==> config.mk <==
export PLATFORM = sky130hd
export DESIGN_NAME = score_accumulator
export DESIGN_NICKNAME = d
export VERILOG_FILES = /design/src/rtl/score_accumulator.sv
export SDC_FILE = /design/constraint.sdc
export NUM_CORES = 1
export LEC_CHECK = 0
export CORE_MARGIN = 5
export CORE_UTILIZATION = 54
export DETAILED_ROUTE_END_ITERATION = 10
export GPL_ROUTABILITY_DRIVEN = 0
export PLACE_DENSITY = 0.78
export SETUP_SLACK_MARGIN = 0.3
export SYNTH_ARGS = -nofsm -noshare
export SYNTH_HDL_FRONTEND = slang
export SYNTH_SLANG_ARGS = --single-unit
==> constraint.sdc <==
create_clock -name clk -period 4.83 [get_ports clk]
set_input_delay 0.966 -clock clk [delete_from_list [all_inputs] [get_ports clk]]
set_output_delay 0.966 -clock clk [all_outputs]
set_load 0.03 [all_outputs]
==> src/rtl/score_accumulator.sv <==
// Per-song score accumulator: running note/score/hit totals, then a grade
// percentage floor(total*10/note_count) from a 17-step restoring divider.
module score_accumulator #(
  parameter int unsigned NOTE_MAX = 1023
) (
  input  logic       clk,
  input  logic       rst,
  input  logic       enable,
  input  logic       song_start,
  input  logic       song_end,
  input  logic       score_ready,
  input  logic [3:0] score,
  output logic [9:0] note_count,
  output logic [13:0] total,
  output logic [9:0] hit_count,
  output logic [3:0] last_score,
  output logic       saturated,
  output logic       busy,
  output logic [6:0] grade_percent,
  output logic       grade_valid
);

  typedef enum logic [1:0] {ACCUM, LOAD, DIVIDE, DONE} state_t;

  localparam logic [9:0] NOTE_LIMIT = NOTE_MAX[9:0];

  state_t      state_q, state_d;
  logic        score_q, score_d;
  logic [9:0]  cnt_q, cnt_d;
  logic [13:0] total_q, total_d;
  logic [9:0]  hit_q, hit_d;
  logic [3:0]  last_q, last_d;
  logic        sat_q, sat_d;
  logic [6:0]  grade_q, grade_d;
  logic [16:0] num_q, num_d;
  logic [9:0]  div_q, div_d;
  logic [10:0] rem_q, rem_d;
  logic [4:0]  iter_q, iter_d;

  logic        accept;
  logic [3:0]  score_c;
  logic [10:0] rem_shift;
  logic        q_bit;
  logic [16:0] total_ext;

  assign accept    = score_ready & ~score_q;
  assign score_c   = (score > 4'd10) ? 4'd10 : score;
  assign total_ext = {3'b000, total_q};

  always_ff @(posedge clk) begin
    if (rst) begin
      state_q <= ACCUM;
      score_q <= 1'b0;
      cnt_q   <= '0;
      total_q <= '0;
      hit_q   <= '0;
      last_q  <= '0;
      sat_q   <= 1'b0;
      grade_q <= '0;
      num_q   <= '0;
      div_q   <= '0;
      rem_q   <= '0;
      iter_q  <= '0;
    end else if (enable) begin
      state_q <= state_d;
      score_q <= score_d;
      cnt_q   <= cnt_d;
      total_q <= total_d;
      hit_q   <= hit_d;
      last_q  <= last_d;
      sat_q   <= sat_d;
      grade_q <= grade_d;
      num_q   <= num_d;
      div_q   <= div_d;
      rem_q   <= rem_d;
      iter_q  <= iter_d;
    end
  end

  always_comb begin
    state_d   = state_q;
    score_d   = score_ready;
    cnt_d     = cnt_q;
    total_d   = total_q;
    hit_d     = hit_q;
    last_d    = last_q;
    sat_d     = sat_q;
    grade_d   = grade_q;
    num_d     = num_q;
    div_d     = div_q;
    rem_d     = rem_q;
    iter_d    = iter_q;
    rem_shift = {rem_q[9:0], num_q[16]};
    q_bit     = 1'b0;

    if (song_start) begin
      state_d = ACCUM;
      cnt_d   = '0;
      total_d = '0;
      hit_d   = '0;
      last_d  = '0;
      sat_d   = 1'b0;
      grade_d = '0;
    end else begin
      unique case (state_q)
        ACCUM: begin
          // The accept is applied even when song_end arrives in the same cycle.
          if (accept) begin
            if (cnt_q < NOTE_LIMIT) begin
              cnt_d   = cnt_q + 10'd1;
              total_d = total_q + {10'b0, score_c};
              last_d  = score_c;
              if (score_c == 4'd10) hit_d = hit_q + 10'd1;
            end else begin
              sat_d = 1'b1;
            end
          end
          if (song_end) state_d = LOAD;
        end
        LOAD: begin
          if (cnt_q == 10'd0) begin
            grade_d = '0;
            state_d = DONE;
          end else begin
            num_d   = (total_ext << 3) + (total_ext << 1);
            div_d   = cnt_q;
            rem_d   = '0;
            iter_d  = '0;
            state_d = DIVIDE;
          end
        end
        DIVIDE: begin
          // The numerator register shifts out dividend bits and shifts in quotient bits.
          if (rem_shift >= {1'b0, div_q}) begin
            rem_d = rem_shift - {1'b0, div_q};
            q_bit = 1'b1;
          end else begin
            rem_d = rem_shift;
          end
          num_d  = {num_q[15:0], q_bit};
          iter_d = iter_q + 5'd1;
          if (iter_q == 5'd16) begin
            grade_d = {num_q[5:0], q_bit};
            state_d = DONE;
          end
        end
        DONE: ;
        default: state_d = ACCUM;
      endcase
    end
  end

  assign note_count    = cnt_q;
  assign total         = total_q;
  assign hit_count     = hit_q;
  assign last_score    = last_q;
  assign saturated     = sat_q;
  assign grade_percent = grade_q;
  assign busy          = (state_q == LOAD) || (state_q == DIVIDE);
  assign grade_valid   = (state_q == DONE);

endmodule

# [Yosys cells after proc, flatten, opt, wreduce, memory -nomap -nowiden]
# Index checks and enable logic that the tools add are counted.
[op_classes] addsub=6 mul=0 div_mod_pow=0 order_cmp=3 n_eq_ne=10 shifts=0 mux=39 bitwise=4 n_reduce_logical=17
[op_table] cell="10-bit 2-to-1 mux" count=11
[op_table] cell="14-bit 2-to-1 mux" count=4
[op_table] cell="17-bit case mux with 2 select lines" count=1
[op_table] cell="4-bit AND reduction" count=6
[op_table] cell="7-bit 2-to-1 mux" count=3
[op_table] cell="10-bit by 1-bit adder with 10-bit output, second input constant" count=2
[op_table] cell="4-bit 2-to-1 mux" count=5
[op_table] cell="10-bit case mux with 2 select lines" count=1
[op_table] cell="17-bit by 15-bit adder with 17-bit output" count=1
[op_table] cell="17-bit 2-to-1 mux" count=1
[op_table] cell="14-bit by 4-bit adder with 14-bit output" count=1
[op_table] cell="7-bit case mux with 2 select lines" count=1
[op_table] cell="11-bit by 10-bit >= comparator with 1-bit output" count=1
[op_table] cell="10-bit logical NOT" count=1
[op_table] cell="10-bit less-than comparator, second input constant" count=1
[op_table] cell="5-bit case mux with 2 select lines" count=1
[op_table] cell="2-bit nonzero test" count=5
[op_table] cell="10-bit subtractor" count=1
[op_table] cell="3-bit != test, second input constant" count=3
[op_table] cell="1-bit 2-to-1 mux" count=6
[op_table] cell="2-bit 2-to-1 mux" count=3
[op_table] cell="2-bit case mux with 3 select lines" count=1
[op_table] cell="5-bit by 1-bit adder with 5-bit output, second input constant" count=1
[op_table] cell="5-bit == test, second input constant" count=1
[op_table] cell="other kinds (13)" count=17
[totals] reg_bits=91 latch_bits=0 ramBits=0 romBits=0 input_bits=10 output_inout_bits=48 word_cells=91 memories=0

# [Logic depth before layout (Yosys ltp)]
# Gate-level depths: netlist of the first run.
[depth] depth_word=8 mapped_depth=11

# [Worst setup path after synthesis of the first run]
# OpenSTA, ideal clock, no wires.
[synth_path] path_type="input to register" from="in score[2]" to="reg total_q[8] (netlist: total[8])" setup_ns=0.128 arrival_time_ns=2.508 required_time_ns=4.702 setup_slack_ns=2.195 stages=11 path_buffers=0 path_cell_list="o21ai_0 and2_1 ha_1 inv_1 fa_1 nor2b_1 o21ai_0 nand2b_1 nand4_1 xor2_1 nor2_1"
[synth_between] elab_chain_cells=7
[synth_lines] item="start, declared" line="12" source="input logic [3:0] score,"
[synth_lines] item="4-bit > comparator" line="47" source="assign score_c = (score > 4'd10) ? 4'd10 : score;"
[synth_lines] item="4-bit 2-to-1 mux (*)" line="47"
[synth_lines] item="14-bit by 4-bit adder with 14-bit output (*)" line="111" source="total_d = total_q + {10'b0, score_c};"
[synth_lines] item="14-bit 2-to-1 mux (*)" line="109" source="if (cnt_q < NOTE_LIMIT) begin"
[synth_lines] item="14-bit 2-to-1 mux (*)" line="108" source="if (accept) begin"
[synth_lines] item="14-bit 2-to-1 mux (*)" line="105" source="unique case (state_q)"
[synth_lines] item="14-bit 2-to-1 mux (*)" line="96" source="if (song_start) begin"
[synth_lines] item="end signal, assigned" line="68" source="total_q <= total_d;"
[synth_lines] item="end, declared" line="30" source="logic [13:0] total_q, total_d;"
# Mark *: on every way between the ends. The rest lies on a longest branch, timed or not. The select of a mux whose other input is x is not followed.
# A chain may end at the register's enable or synchronous reset.

# [Worst setup path after layout of the first run]
[layout_path] from="in score[2]" to="reg total_q[6] (netlist: total[6])"
# The elaborated chain is that of the path after synthesis.

==> results of run 1 <==
area by class of cell:
| cell class | instances | area (sq um) |
|---|---|---|
| clock inverter | 7 | 98.8 |
| multi-input combinational | 472 | 3140 |
| sequential | 91 | 1820 |
| inverter | 30 | 113 |
| tap | 129 | 161 |
| timing repair buffer | 59 | 581 |
| clock buffer | 9 | 124 |
| fill | 784 | 3290 |
Yosys cell counts (all sizes together), types with 2 or more instances:
master  number  area, sq um
and3        13         81.3
nor2        84          315
nand4       15          109
nor4         2         12.5
o211ai       6         50.1
a21boi       3         33.8
fa           3         60.1
nand3b       2         15.0
mux2i       17          170
a31oi        4         25.0
nor4b        3         32.5
nor3        20          110
or3          9         56.3
o21bai       2         15.0
o31ai        4         48.8
a22oi       18          135
xnor2       21          184
o21a         6         45.0
nand3       13         65.1
and4         2         20.0
xor2        20          175
a21o         9         67.6
nand2       44          168
a211oi       8         60.1
nand2b       7         43.8
dfxtp       91         1820
buf         13         82.6
inv         30          113
o21ai       24          120
a21oi       45          229
a22o         2         17.5
clkbuf      13         48.8
ha          35          438
nor2b        8         57.6
and2         2         12.5
o22ai        8         50.1
critical path, stage by stage:
cell	delay, ps
clkdlybuf4s50_1	440
o21ai_0	210
and2_1	180
ha_1	160
inv_1	50
fa_1	370
nor2b_1	150
o21ai_0	90
nand2b_1	170
nand4_1	160
xor2_1	190
nor2_1	60
power groups by stage:
stage | logic, W | registers [W] | clock network [W]
6_report | 0.000102 | 0.000761 | 0.000578
2_1_floorplan | 0.0000668 | 0.000783 | 0
3_5_place_dp | 0.000102 | 0.000779 | 0
5_1_grt | 0.000112 | 0.000762 | 0.000617
4_1_cts | 0.000102 | 0.000761 | 0.000582
3_3_place_gp | 0.0000991 | 0.000778 | 0
cells in the final DEF, fill, tap and decap left out, types with 13 or more instances in the layout:
cell,count
inv_1,30
o21ai_0,19
nor3_1,18
xor2_1,20
xnor2_1,21
ha_1,35
and3_1,13
clkdlybuf4s50_1,56
mux2i_1,17
dfxtp_1,91
a22oi_1,18
nor2_1,84
a21oi_1,44
nand3_1,13
nand4_1,14
nand2_1,43
state kept, by name (all words and copies together), names as in the netlist:
register,cells
iter_q,5
hit_count,10
saturated,1
grade_percent,7
state_q,2
total,14
num_q,17
score_q,1
last_score,4
div_q,10
rem_q,10
note_count,10
stage by stage:
stage          util [%]  cell area (sq um)  hold WS, ps
5_1_grt            64.7               6030          496
6_report           64.7               6030          469
4_1_cts            64.7               6030          463
3_5_place_dp       62.3               5810          450
2_1_floorplan         -               5200          432
3_3_place_gp       62.3               5810          445
cells by family (layout without fill, tap and decap cells):
logic type | Yosys count | after routing
flops | 91 | 91
mux | 17 | 17
xor+xnor | 41 | 41
simple gates | 229 | 229
fa+ha+maj | 38 | 38
buf+inv | 56 | 105
compound gates | 147 | 147
metal layers:
metal | up-vias | global-route usage (%)
li1 | 2286 | -
met1 | 2214 | 29.5
met2 | 125 | 36.4
met3 | 13 | 4.90
met4 | 0 | 6.04
met5 | - | 0
how the worst min path moves through the flow:
stage                         from  slack, ps       end  depth (start not counted)
after floorplan           num_q[6]        430  num_q[7]                          2
after global placement    div_q[9]        450  div_q[9]                          2
after detailed placement  num_q[6]        450  num_q[7]                          2
after CTS                 num_q[6]        460  num_q[7]                          2
after global routing      div_q[8]        500  div_q[8]                          2
final                     div_q[3]        470  div_q[3]                          2
==> metrics, run 1 <==
status finished, final reports clean; combinational share of power 7.1%; Fin Setup TNS 0 ps; CTS tree built; synth warn 0; Post-Synthesis Cell Area 5200 sq um; FP Rows 35; Port Buffers 57; CP arrival 3200 ps; Setup crit start score[2]; clk root buf clkbuf_8; critical-path maximum fanout 5; Final Hold Viols 0; Worst-Skew Late Latency approximately 360 ps; Post-Syn Instances 619; max-slew violation count 0; vias 4,638; total wire length approximately 13,000 microns; first-pass GRT wire length 21,200 microns; largest net degree at the start of global routing 30; post-CTS setup buffers 0; Tmin final 2990 ps; Seq pwr share 52.8%; Clock power frac around two fifths; worst-margin pin slew between 800 and 900 ps; TritonCTS buffer count 9; Hold Buf Count CTS 0; largest family of logic cells by synthesized area simple AND/OR/NAND/NOR gates; Switching Share 24.7%; met3 WL 685 microns; ANT nets after route 0; WP data required 5040 ps; CP Class input port to flop; clock tree sinks a little over 90; DR top layer met4; Antenna diodes 0; DRT Pass-1 Iters 5; Post-layout nets 711; pre-CTS setup slack roughly 1500 ps; vias in the first global route 4,385; Adder-Cell Fraction of Synth Area 9.57%; total power draw 0.00144 W; CORE AREA 9330 sq um; fraction of synthesized area in multiplexers 3.27%; Syn Nets roughly 670; PostCTS Resize Cnt 0; chip width 108 microns; wire length on met1 5780 microns; final setup fails 0; pwr dens roughly 240 nW/um^2; Die ar. between 10,000 and 15,000 sq um; DR DRC count 0; slew margin rel. around two fifths; Iteration-0 DRC Markers 253; MaxCap Viol Count 0; Async SR Flop Fraction 0%; worst-case clock buffer depth 2; gr usage total 22.2%; htree depth 3; final non-filler cell total around 800; WL/cell approximately 16 microns; RR Endpoint rem_q[6]; Hold Crit Class flop to flop; clk_skew 13.4 ps; Overflow after GRT 0; Placed Instances just under 800; RSZ-0062 raised after global routing no; final worst slack 1840 ps; CP Capture Point total[6]; Starting Density between 50% and 60%; CP Capture Type flop; maximum VDD drop 0.177 mV; R2R depth 8; Unique masters post-synth 63; DP HPWL 9170 microns; CP Launch Type input port; Max Freq 335 MHz; post-synthesis sequential area ratio a little over a third; clk slew on worst S/H paths ~90 ps; Power Internal 0.00109 W; Final Cycle Share between 60% and 70%; share of cells above drive strength 1 4.94%; Synth Area in Compound Gates approximately a fifth; Synth Register Bits 91; Top Ports 58; vias per cell 5.82; Leak about 2.3 nW; Sw Pwr 0.000355 W; RR Startpoint state_q[0]; Layout area overhead 16.0%; Synth Area in XOR/XNOR 6.90%; ys flop type dfxtp_1; flop-to-flop setup slack 2050 ps; Die Height 108 microns; number of synthesized flops with an enable pin 0; WL met2 between 5000 and 6000 microns; Mean Syn Cell Area 8.40 sq um; initial antenna violation count 0; Post-Synth Simple-Gate Area 21.9%
Power figures use the tool's default switching activity.
==> run 2: changes to the inputs <==
clock period = 2.85 ns   (was 4.83 ns; I/O delays follow)
==> run 2 against run 1 <==
  * Via count grew 0.73%
  * First-iteration DRC count is 5.5% higher
  * Critical path type unchanged
  * Wire length shrank 0.57%
==> metrics, run 2 (synthesis results as in run 1) <==
CP Launch Type input port; Die Height about 110 microns; Final Hold Viols 0; CORE AREA 9330 sq um; clk root buf clkbuf_8; total power draw 0.00238 W; TritonCTS buffer count 9; gr usage total 22.0%; Tmin final 2410 ps; WL/cell 15.3 microns; vias in the first global route 4,380; final setup fails 0; max reg flops 17; RSZ-0062 raised after global routing no; hold path cells 2; worst-case clock buffer depth 2; first-pass GRT wire length 21,100 microns; Post-layout nets around 730; critical-path maximum fanout 5; final non-filler cell total 812; Port Buffers 57; Placed Instances 795; FP Rows 35; ANT nets after route 0; vias per cell ~5.8; CP arrival between 2000 and 3000 ps; DRT Pass-1 Iters 5; Starting Density a little under three fifths; htree depth 3; CP Class input port to flop; commonest non-fill, non-tap cell in the layout dfxtp_1; clk slew on worst S/H paths 90 ps; Layout area overhead 18.2%; clk_skew 10.6 ps; Worst-Skew Late Latency 370 ps; total wire length ~12,000 microns; utilization after layout about two thirds; Setup crit start score[2]; Leak about 2.4 nW; initial antenna violation count 0; Final Cycle Share 84.6%; largest net degree at the start of global routing 31; most frequent cells in the layout 91 x dfxtp_1, 84 x nor2_1, 55 x clkdlybuf4s50_1, 43 x nand2_1, 42 x a21oi_1; MaxCap Viol Count 0; slew margin rel. 55.7%; Overflow after GRT 0; max-slew violation count 0; pwr dens 387 nW/um^2; Top Ports 58; Antenna diodes 0; clock tree sinks 91; R2R depth 7; status finished, final reports clean; DP HPWL a little over 9000 microns; Die ar. 11,700 sq um; Iteration-0 DRC Markers 267; chip width about 110 microns; Hold Buf Count CTS 0; Hold Crit Class flop to flop; Largest Register num_q; CP Capture Type flop; share of cells above drive strength 1 8.05%; Max Freq 415 MHz; vias 4,672; CTS tree built; worst-margin pin slew between 600 and 700 ps; min-delay src div_q[3]; DR DRC count 0; RR Startpoint div_q[8]; WP data required 3110 ps; maximum VDD drop 0.254 mV
run 2: final cells by class:
cell class / count / area (sq um)
clock buffers: 10 / 138
fillers: 795 / 3180
repair buffers: 74 / 696
well taps: 129 / 161
inverters: 30 / 113
clock inverters: 6 / 62.6
flip-flops and latches: 91 / 1820
multi-input cells: 472 / 3160
run 2: power by group:
part           switching, W  internal (W)  total (W)  leakage (nW)
sequential        0.0000101       0.00128    0.00129         0.734
combinational      0.000118     0.0000724   0.000191          1.54
clock              0.000471      0.000431   0.000902         0.107
total              0.000599       0.00178    0.00238          2.38
run 2: what timing repair did:
item,in CTS,in global routing
setup buffers,0,1
endpoints found under the setup margin,0,20
resized for setup,0,10
run 2: final timing paths:
check                    to  slack, ps
hold / removal     div_q[3]        460
setup / recovery  total[10]        440
setup reg to reg   rem_q[1]        500
hold reg to reg    div_q[3]        460
run 2: through the flow:
step / setup TNS [ps] / area (sq um) / hold WS (ps) / worst slack (ps)
after floorplan: 0 / 5200 / 432 / 611
final: 0 / 6150 / 461 / 439
after global placement: 0 / 5920 / 445 / 64.2
after CTS: 0 / 6120 / 461 / 350
after detailed placement: -77.8 / 5920 / 448 / -28.7
after global routing: 0 / 6150 / 490 / 245
run 2: per-layer routing:
layer / vias to the layer above / share of wire (%) / track usage, %
li1: 2304 / - / -
met1: 2217 / 45 / 29.2
met2: 131 / 47 / 35.5
met3: 20 / 6.2 / 5.19
met4: 0 / 1.8 / 7.21
met5: - / 0 / 0
run 2: worst max-delay path, cell delays in order:
cell and delay (ps):
clkdlybuf4s50_1 450, o21ai_2 180, and2_4 160, ha_1 150, inv_1 60, fa_2 350
nor2b_2 150, o21ai_1 70, nand2b_1 170, nand4_1 130, xor2_1 170, nor2_1 50
